File: src/rtl/ft_pkg.sv
// ft_pkg: shared types and helpers for the FT-style USB FIFO output path.
//   ft_word_t    - 32-bit bus word (also used by the capture input stage)
//   ft_state_t   - scheduler states IDLE / HDR / VIDEO / STATUS
//   BE_FULL      - byte-enable value driven with every loaded word
//   ft_hdr_word  - assembles the frame header word {tag, frame count}
package ft_pkg;

  typedef logic [31:0] ft_word_t;

  typedef enum logic [1:0] {
    IDLE,
    HDR,
    VIDEO,
    STATUS
  } ft_state_t;

  localparam logic [3:0] BE_FULL = 4'hF;

  function automatic ft_word_t ft_hdr_word(input logic [15:0] tag,
                                           input logic [15:0] cnt);
    return {tag, cnt};
  endfunction

endpackage

File: src/rtl/ft_out_reg.sv
// ft_out_reg: single-entry output register driving the FT FIFO write bus.
// Ports:
//   CLK, rst    - clock, synchronous active-high reset
//   load        - load load_data this cycle (honoured only when load_ok)
//   load_data   - word to load
//   txe_n       - FIFO space flag (low = space)
//   load_ok     - register empty or draining this cycle
//   wr_n        - registered write strobe, active-low
//   data, be    - registered write data and byte enables
import ft_pkg::*;

module ft_out_reg (
  input  logic       CLK,
  input  logic       rst,
  input  logic       load,
  input  ft_word_t   load_data,
  input  logic       txe_n,
  output logic       load_ok,
  output logic       wr_n,
  output ft_word_t   data,
  output logic [3:0] be
);

  // A held word (wr_n=0) can only be replaced when the FIFO takes it.
  assign load_ok = wr_n | ~txe_n;

  always_ff @(posedge CLK) begin
    if (rst) begin
      wr_n <= 1'b1;
      data <= '0;
      be   <= '0;
    end else if (load_ok) begin
      if (load) begin
        wr_n <= 1'b0;
        data <= load_data;
        be   <= BE_FULL;
      end else begin
        wr_n <= 1'b1;
        be   <= '0;
      end
    end
  end

endmodule

File: src/rtl/ft_tx_scheduler.sv
// ft_tx_scheduler: shares the 32-bit FT FIFO write bus between the packed
// video word stream and single-word status messages, tags frames with a
// header word and throttles on txe_n through a one-entry output register.
// Parameters:
//   BURST_LEN - max consecutive video words before a pending status word wins
//   HDR_TAG   - upper half of the frame header word
// Ports:
//   CLK, rst                                  - clock, sync active-high reset
//   vid_data/vid_valid/vid_sof/vid_eof/vid_ready - video word stream
//   sts_data/sts_valid/sts_ready              - status word request
//   txe_n                                     - FIFO space flag (low = space)
//   wr_n, data, be                            - registered FIFO write bus
//   frame_cnt                                 - frames started (wraps)
//   drop_cnt                                  - stray video words (saturates)
// Build option: define FT_FRAME_HDR_EN to emit a header word per frame;
// without it the SOF word is consumed directly from IDLE.
import ft_pkg::*;

module ft_tx_scheduler #(
  parameter int          BURST_LEN = 64,
  parameter logic [15:0] HDR_TAG   = 16'hA5C3
) (
  input  logic        CLK,
  input  logic        rst,
  input  logic [31:0] vid_data,
  input  logic        vid_valid,
  input  logic        vid_sof,
  input  logic        vid_eof,
  output logic        vid_ready,
  input  logic [31:0] sts_data,
  input  logic        sts_valid,
  output logic        sts_ready,
  input  logic        txe_n,
  output logic        wr_n,
  output logic [31:0] data,
  output logic [3:0]  be,
  output logic [15:0] frame_cnt,
  output logic [15:0] drop_cnt
);

  localparam int            BW        = $clog2(BURST_LEN + 1);
  localparam logic [BW-1:0] BURST_MAX = BW'(BURST_LEN);
  localparam logic [BW-1:0] BURST_PRE = BW'(BURST_LEN - 1);

  ft_state_t     state_q, state_d;
  logic [BW-1:0] burst_q;
  logic [15:0]   frame_q, drop_q;

  logic     load_ok, load;
  ft_word_t load_data;
  logic     frame_inc, drop_inc, burst_inc, burst_clr;
  logic     burst_full, burst_last, sof_restart;

`ifdef FT_FRAME_HDR_EN
  // Set by the header: the SOF flag of the next video word is expected and ignored.
  logic first_q, first_set, first_clr;
  assign sof_restart = vid_valid & vid_sof & ~first_q;
`else
  assign sof_restart = vid_valid & vid_sof;
`endif

  assign burst_full = (burst_q == BURST_MAX);
  assign burst_last = (burst_q == BURST_PRE);
  assign frame_cnt  = frame_q;
  assign drop_cnt   = drop_q;

  ft_out_reg u_out_reg (
    .CLK       (CLK),
    .rst       (rst),
    .load      (load),
    .load_data (load_data),
    .txe_n     (txe_n),
    .load_ok   (load_ok),
    .wr_n      (wr_n),
    .data      (data),
    .be        (be)
  );

  always_ff @(posedge CLK) begin
    if (rst) state_q <= IDLE;
    else     state_q <= state_d;
  end

  always_comb begin
    state_d = state_q;
    if (state_q == STATUS && !sts_valid) begin
      state_d = VIDEO;
    end else if (load_ok) begin
      case (state_q)
        IDLE: begin
          if (!sts_valid && vid_valid && vid_sof) begin
`ifdef FT_FRAME_HDR_EN
            state_d = HDR;
`else
            state_d = vid_eof ? IDLE : VIDEO;
`endif
          end
        end
`ifdef FT_FRAME_HDR_EN
        HDR: state_d = VIDEO;
`endif
        VIDEO: begin
          if (sof_restart) begin
`ifdef FT_FRAME_HDR_EN
            state_d = HDR;
`else
            state_d = vid_eof ? IDLE : VIDEO;
`endif
          end else if (burst_full && sts_valid) begin
            state_d = STATUS;
          end else if (vid_valid) begin
            if (vid_eof)                      state_d = IDLE;
            else if (burst_last && sts_valid) state_d = STATUS;
          end else if (sts_valid) begin
            state_d = STATUS;
          end
        end
        STATUS:  state_d = VIDEO;
        default: state_d = IDLE;
      endcase
    end
  end

  always_comb begin
    vid_ready = 1'b0;
    sts_ready = 1'b0;
    load      = 1'b0;
    load_data = vid_data;
    frame_inc = 1'b0;
    drop_inc  = 1'b0;
    burst_inc = 1'b0;
    burst_clr = 1'b0;
`ifdef FT_FRAME_HDR_EN
    first_set = 1'b0;
    first_clr = 1'b0;
`endif
    if (load_ok) begin
      case (state_q)
        IDLE: begin
          if (sts_valid) begin
            sts_ready = 1'b1;
            load      = 1'b1;
            load_data = sts_data;
          end else if (vid_valid && vid_sof) begin
`ifndef FT_FRAME_HDR_EN
            vid_ready = 1'b1;
            load      = 1'b1;
            frame_inc = 1'b1;
            burst_clr = 1'b1;
            burst_inc = 1'b1;
`endif
          end else if (vid_valid) begin
            vid_ready = 1'b1;
            drop_inc  = 1'b1;
          end
        end
`ifdef FT_FRAME_HDR_EN
        HDR: begin
          load      = 1'b1;
          load_data = ft_hdr_word(HDR_TAG, frame_q);
          frame_inc = 1'b1;
          burst_clr = 1'b1;
          first_set = 1'b1;
        end
`endif
        VIDEO: begin
          if (sof_restart) begin
`ifndef FT_FRAME_HDR_EN
            // Without headers a mid-frame SOF simply starts the next frame.
            vid_ready = 1'b1;
            load      = 1'b1;
            frame_inc = 1'b1;
            burst_clr = 1'b1;
            burst_inc = 1'b1;
`endif
          end else if (!(burst_full && sts_valid) && vid_valid) begin
            vid_ready = 1'b1;
            load      = 1'b1;
            burst_inc = 1'b1;
`ifdef FT_FRAME_HDR_EN
            first_clr = 1'b1;
`endif
          end
        end
        STATUS: begin
          if (sts_valid) begin
            sts_ready = 1'b1;
            load      = 1'b1;
            load_data = sts_data;
            burst_clr = 1'b1;
          end
        end
        default: ;
      endcase
    end
  end

  always_ff @(posedge CLK) begin
    if (rst) begin
      burst_q <= '0;
      frame_q <= '0;
      drop_q  <= '0;
`ifdef FT_FRAME_HDR_EN
      first_q <= 1'b0;
`endif
    end else begin
      // clr+inc together means a frame opened with its first word consumed.
      if (burst_clr)                   burst_q <= burst_inc ? BW'(1) : '0;
      else if (burst_inc && !burst_full) burst_q <= burst_q + BW'(1);
      if (frame_inc) frame_q <= frame_q + 16'd1;
      if (drop_inc && drop_q != 16'hFFFF) drop_q <= drop_q + 16'd1;
`ifdef FT_FRAME_HDR_EN
      if (first_set)      first_q <= 1'b1;
      else if (first_clr) first_q <= 1'b0;
`endif
    end
  end

endmodule

File: config.mk
export PLATFORM = sky130hd
export DESIGN_NAME = ft_tx_scheduler
export DESIGN_NICKNAME = d
export VERILOG_FILES = /design/src/rtl/ft_pkg.sv /design/src/rtl/ft_out_reg.sv /design/src/rtl/ft_tx_scheduler.sv
export SDC_FILE = /design/constraint.sdc
export NUM_CORES = 1
export LEC_CHECK = 0
export BUFFER_PORTS_ARGS = -buffer_cell sky130_fd_sc_hd__buf_2
export CORE_MARGIN = 2
export CORE_UTILIZATION = 53
export CTS_CLUSTER_SIZE = 30
export DETAILED_ROUTE_END_ITERATION = 7
export MAX_ROUTING_LAYER = met4
export PLACE_DENSITY = 0.94
export SLEW_MARGIN = 40
export SYNTH_ARGS = -nofsm -noshare
export SYNTH_HDL_FRONTEND = slang
export SYNTH_SLANG_ARGS = --single-unit
File: constraint.sdc
create_clock -name CLK -period 4.3 [get_ports CLK]
set_input_delay 0 -clock CLK [delete_from_list [all_inputs] [get_ports CLK]]
set_output_delay 0 -clock CLK [all_outputs]
set_load 0.05 [all_outputs]
==> impl_metrics.ini <==
[run_status]
outcome = finished clean

[global_routing]
via_count_of_the_first_global_routing_pass = 3947
pin_count_of_the_biggest_net_entering_global_routing = 66
antenna_found_initial = 0
wire_length_of_the_first_global_routing_pass_mm = 19.1
grt.overflow.total = 0
grt_util_all_layers = 0.331

[yosys]
synth_edf_count = 0
synth.net_count = 510
ys_seq_area_frac = 0.403
synth.area.top_cells = dfxtp_1 40%, mux2i_1 9.1%, a211oi_1 7.7%, nor2_1 7.4%, xnor2_1 6.6%
postSynthCellCount = 431
post-synth-top-area-cell = dfxtp_1
yosys_warnings = 0
mappedNetlistArea_um2 = 3720
postSynthRegisterBits = 75
synth-async-reset-ratio = 0
synth.top_cell.area_share = 0.403
netlist-cell-type-count = 45
ys.flop_type = dfxtp_1
syn_area_per_cell_um2 = 8.64

[clock_tree]
cts.repair_timing.setup_buffer_count = 0
clk_path_buf_depth = 2
cts_sinks = 75
clk_latency_ns = 0.37
tritoncts = built
clk_pin_slew_worst_paths_ns = 0.08
cts_max_level = 3
root_buffer = clkbuf_8
cts_made_buffers = 9

[cells_and_area]
postLayoutCellArea_um2 = 5070
drive_above_1_share = 0.284
syn2layout_area_growth_pct = 36.2
multi_input_comb_area_um2 = 2060
nets = 676
fill_cells = 444
final_cell_count_no_fill = 698
n_antenna_cell = 0
seq_area_um2 = 1500

[route]
dr_total_vias = 4041
routed_wire_length_per_instance_um = 17.8
totalWireLength_mm = 12.4
initial_detailed_routing_violation_count = 331
detail_route.drc_violations = 0
drt_pass1_iterations = 5
detail_routed_via_count_per_cell = 5.79
drt.antenna.violating_nets = 0

[floorplan]
placement_rows = 30
coreArea_um2 = 6790
initial_utilization = 0.548
die-width_um = 87.8
die_y_um = 87.8
die_area_um2 = 7710
ioPinCount = 142

[timing]
setup_tns_ns = 0
timing.slew.headroom = 0.505
timing.final.setup_violations = 0
final_max_slew_viol_count = 0
skew_ns = 0.0138
fmaxAchievable_ghz = 0.401
rsz0062_at_grt = false
max_slew.worst_pin.slew_ns = 0.743
final.setup.worst_slack_ns = 1.81
finalHoldWorstSlack_ns = 0.00369
finalWorstPathRequiredPeriod_ns = 2.49
ratio_of_final_minimum_period_to_clock_period = 0.580
finalHoldViolations = 0

[placed_design]
placedInstanceArea_um2 = 4510
numPlacedInstances = 645
dp_slack_ns = 1.95
globalplace.congestion = 0.898
io_buffers = 141
post-dp-hpwl_mm = 7.16

[worst_setup_path]
critical_path_peak_fanout = 65
worst_case_register_to_register_setup_slack_ns = 1.81
timing_worst_setup_path_type = flip-flop to flip-flop
required_time_at_the_endpoint_of_the_critical_path_ns = 4.55
timing.critical_path.from_type = flip-flop
critPathCaptureType = flip-flop
worst-endpoint-arrival_ns = 2.75

[pwr]
static-leakage-power_nw = 2.17
powerDensity_nw_per_um2 = 351
vdd_ir_drop_max_mv = 0.266

[min_path]
hp-class = primary input to flip-flop

[run]
cap_viol_max_count = 0
[area by class of cell]
| cell class | count | share of cell area |
|---|---|---|
| Timing Repair Buffer | 183 | 0.225 |
| Sequential cell | 75 | 0.296 |
| Inverter | 14 | 0.0104 |
| Clock inverter | 5 | 0.0123 |
| Tap cell | 96 | 0.0237 |
| Multi-Input combinational cell | 314 | 0.407 |
| Clock buffer | 11 | 0.0259 |
[stage by stage]
step / util / total power, mW
finish: 0.746 / 1.78
global route: 0.746 / 1.84
CTS: 0.745 / 1.74
detailed placement: 0.663 / 1.17
global placement: 0.656 / 1.15
floorplan: - / 1.06
[state kept, by name, summed over array words and instances (netlist names)]
name	flops
u_out_reg.data	32
drop_cnt	16
frame_cnt	16
burst_q	7
state_q	2
u_out_reg.be	1
u_out_reg.wr_n	1
[cell families after synthesis]
logic type,share of synthesized area
AOI/OAI and AO/OA,0.135
xor gates and xnor gates,0.0682
adders and majority gates,0.0269
buffers and inverters,0.0491
DFF,0.403
muxes,0.0944
and+or+nand+nor,0.223
[Yosys cell counts, types with 3 or more instances]
cell	instances
xnor2_1	28
a21oi_1	13
nand2_1	19
or3_1	5
clkbuf_1	19
o21ai_0	8
mux2i_1	34
nor4_1	15
nor2b_1	4
and3_1	3
or2_2	3
nand4_1	5
ha_1	8
nand3_1	15
buf_2	5
o211ai_1	3
nor2_1	73
and4_1	3
a211oi_1	38
nor3_1	14
dfxtp_1	75
inv_1	14
buf_4	3
[routing by layer]
layer  share of wire  track usage  vias up
met5               0            -        -
met3           0.076       0.0669       65
li1                -            -     1862
met4           0.050        0.194        0
met2            0.49        0.551      232
met1            0.39        0.364     1882
[worst paths after layout]
kind | start | end | cells past startpoint
worst min-delay path | vid_data[26] | u_out_reg.data[26]$_SDFFE_PP0P_ | 3
worst min register to register | u_out_reg.data[22]$_SDFFE_PP0P_ | u_out_reg.data[22]$_SDFFE_PP0P_ | 2
worst max register to register | state_q[0]$_SDFFE_PP0P_ | u_out_reg.data[23]$_SDFFE_PP0P_ | 7
worst max-delay path | state_q[0]$_SDFFE_PP0P_ | u_out_reg.data[23]$_SDFFE_PP0P_ | 7
[power by group]
group          total, mW  switching (mW)  internal (mW)  leakage (nW)
combinational      0.456           0.309          0.147          1.47
clock              0.559           0.287          0.272        0.0901
sequential         0.766          0.0308          0.735         0.613
total               1.78           0.627           1.15          2.17
[critical path, cell delays in order (launching register included)]
cell      delay (ns)
dfxtp_1         0.35
inv_1           0.09
ha_1            0.37
o211ai_1        0.25
a211oi_4        0.27
buf_4           0.55
nor2_1          0.14
a211oi_1        0.33
[cells in the final DEF, fill, tap and decap left out, types with 2 or more instances in the layout]
| cell | synthesis | layout |
|---|---|---|
| buf_2 | 5 | 142 |
| dfxtp_1 | 75 | 75 |
| nor2_1 | 73 | 72 |
| a211oi_1 | 38 | 37 |
| dlygate4sd3_1 | 0 | 37 |
| mux2i_1 | 34 | 34 |
| xnor2_1 | 28 | 28 |
| nand2_1 | 19 | 19 |
| nand3_1 | 15 | 15 |
| nor4_1 | 15 | 15 |
| inv_1 | 14 | 14 |
| nor3_1 | 14 | 13 |
| a21oi_1 | 13 | 13 |
| clkbuf_8 | 0 | 9 |
| o21ai_0 | 8 | 8 |
| ha_1 | 8 | 8 |
| nand4_1 | 5 | 5 |
| or3_1 | 5 | 5 |
| nor2b_1 | 4 | 4 |
| o211ai_1 | 3 | 3 |
| or2_2 | 3 | 3 |
| and3_1 | 3 | 3 |
| and4_1 | 3 | 3 |
| and2_1 | 2 | 2 |
| o21bai_1 | 2 | 2 |
| clkinvlp_4 | 0 | 2 |
| clkbuf_1 | 19 | 2 |
| buf_4 | 3 | 2 |
[timing repair]
action,CTS,global route
hold buffers,36,1
resized for setup,0,0
endpoints found under the hold margin,20,1
Power figures use the tool's default switching activity.
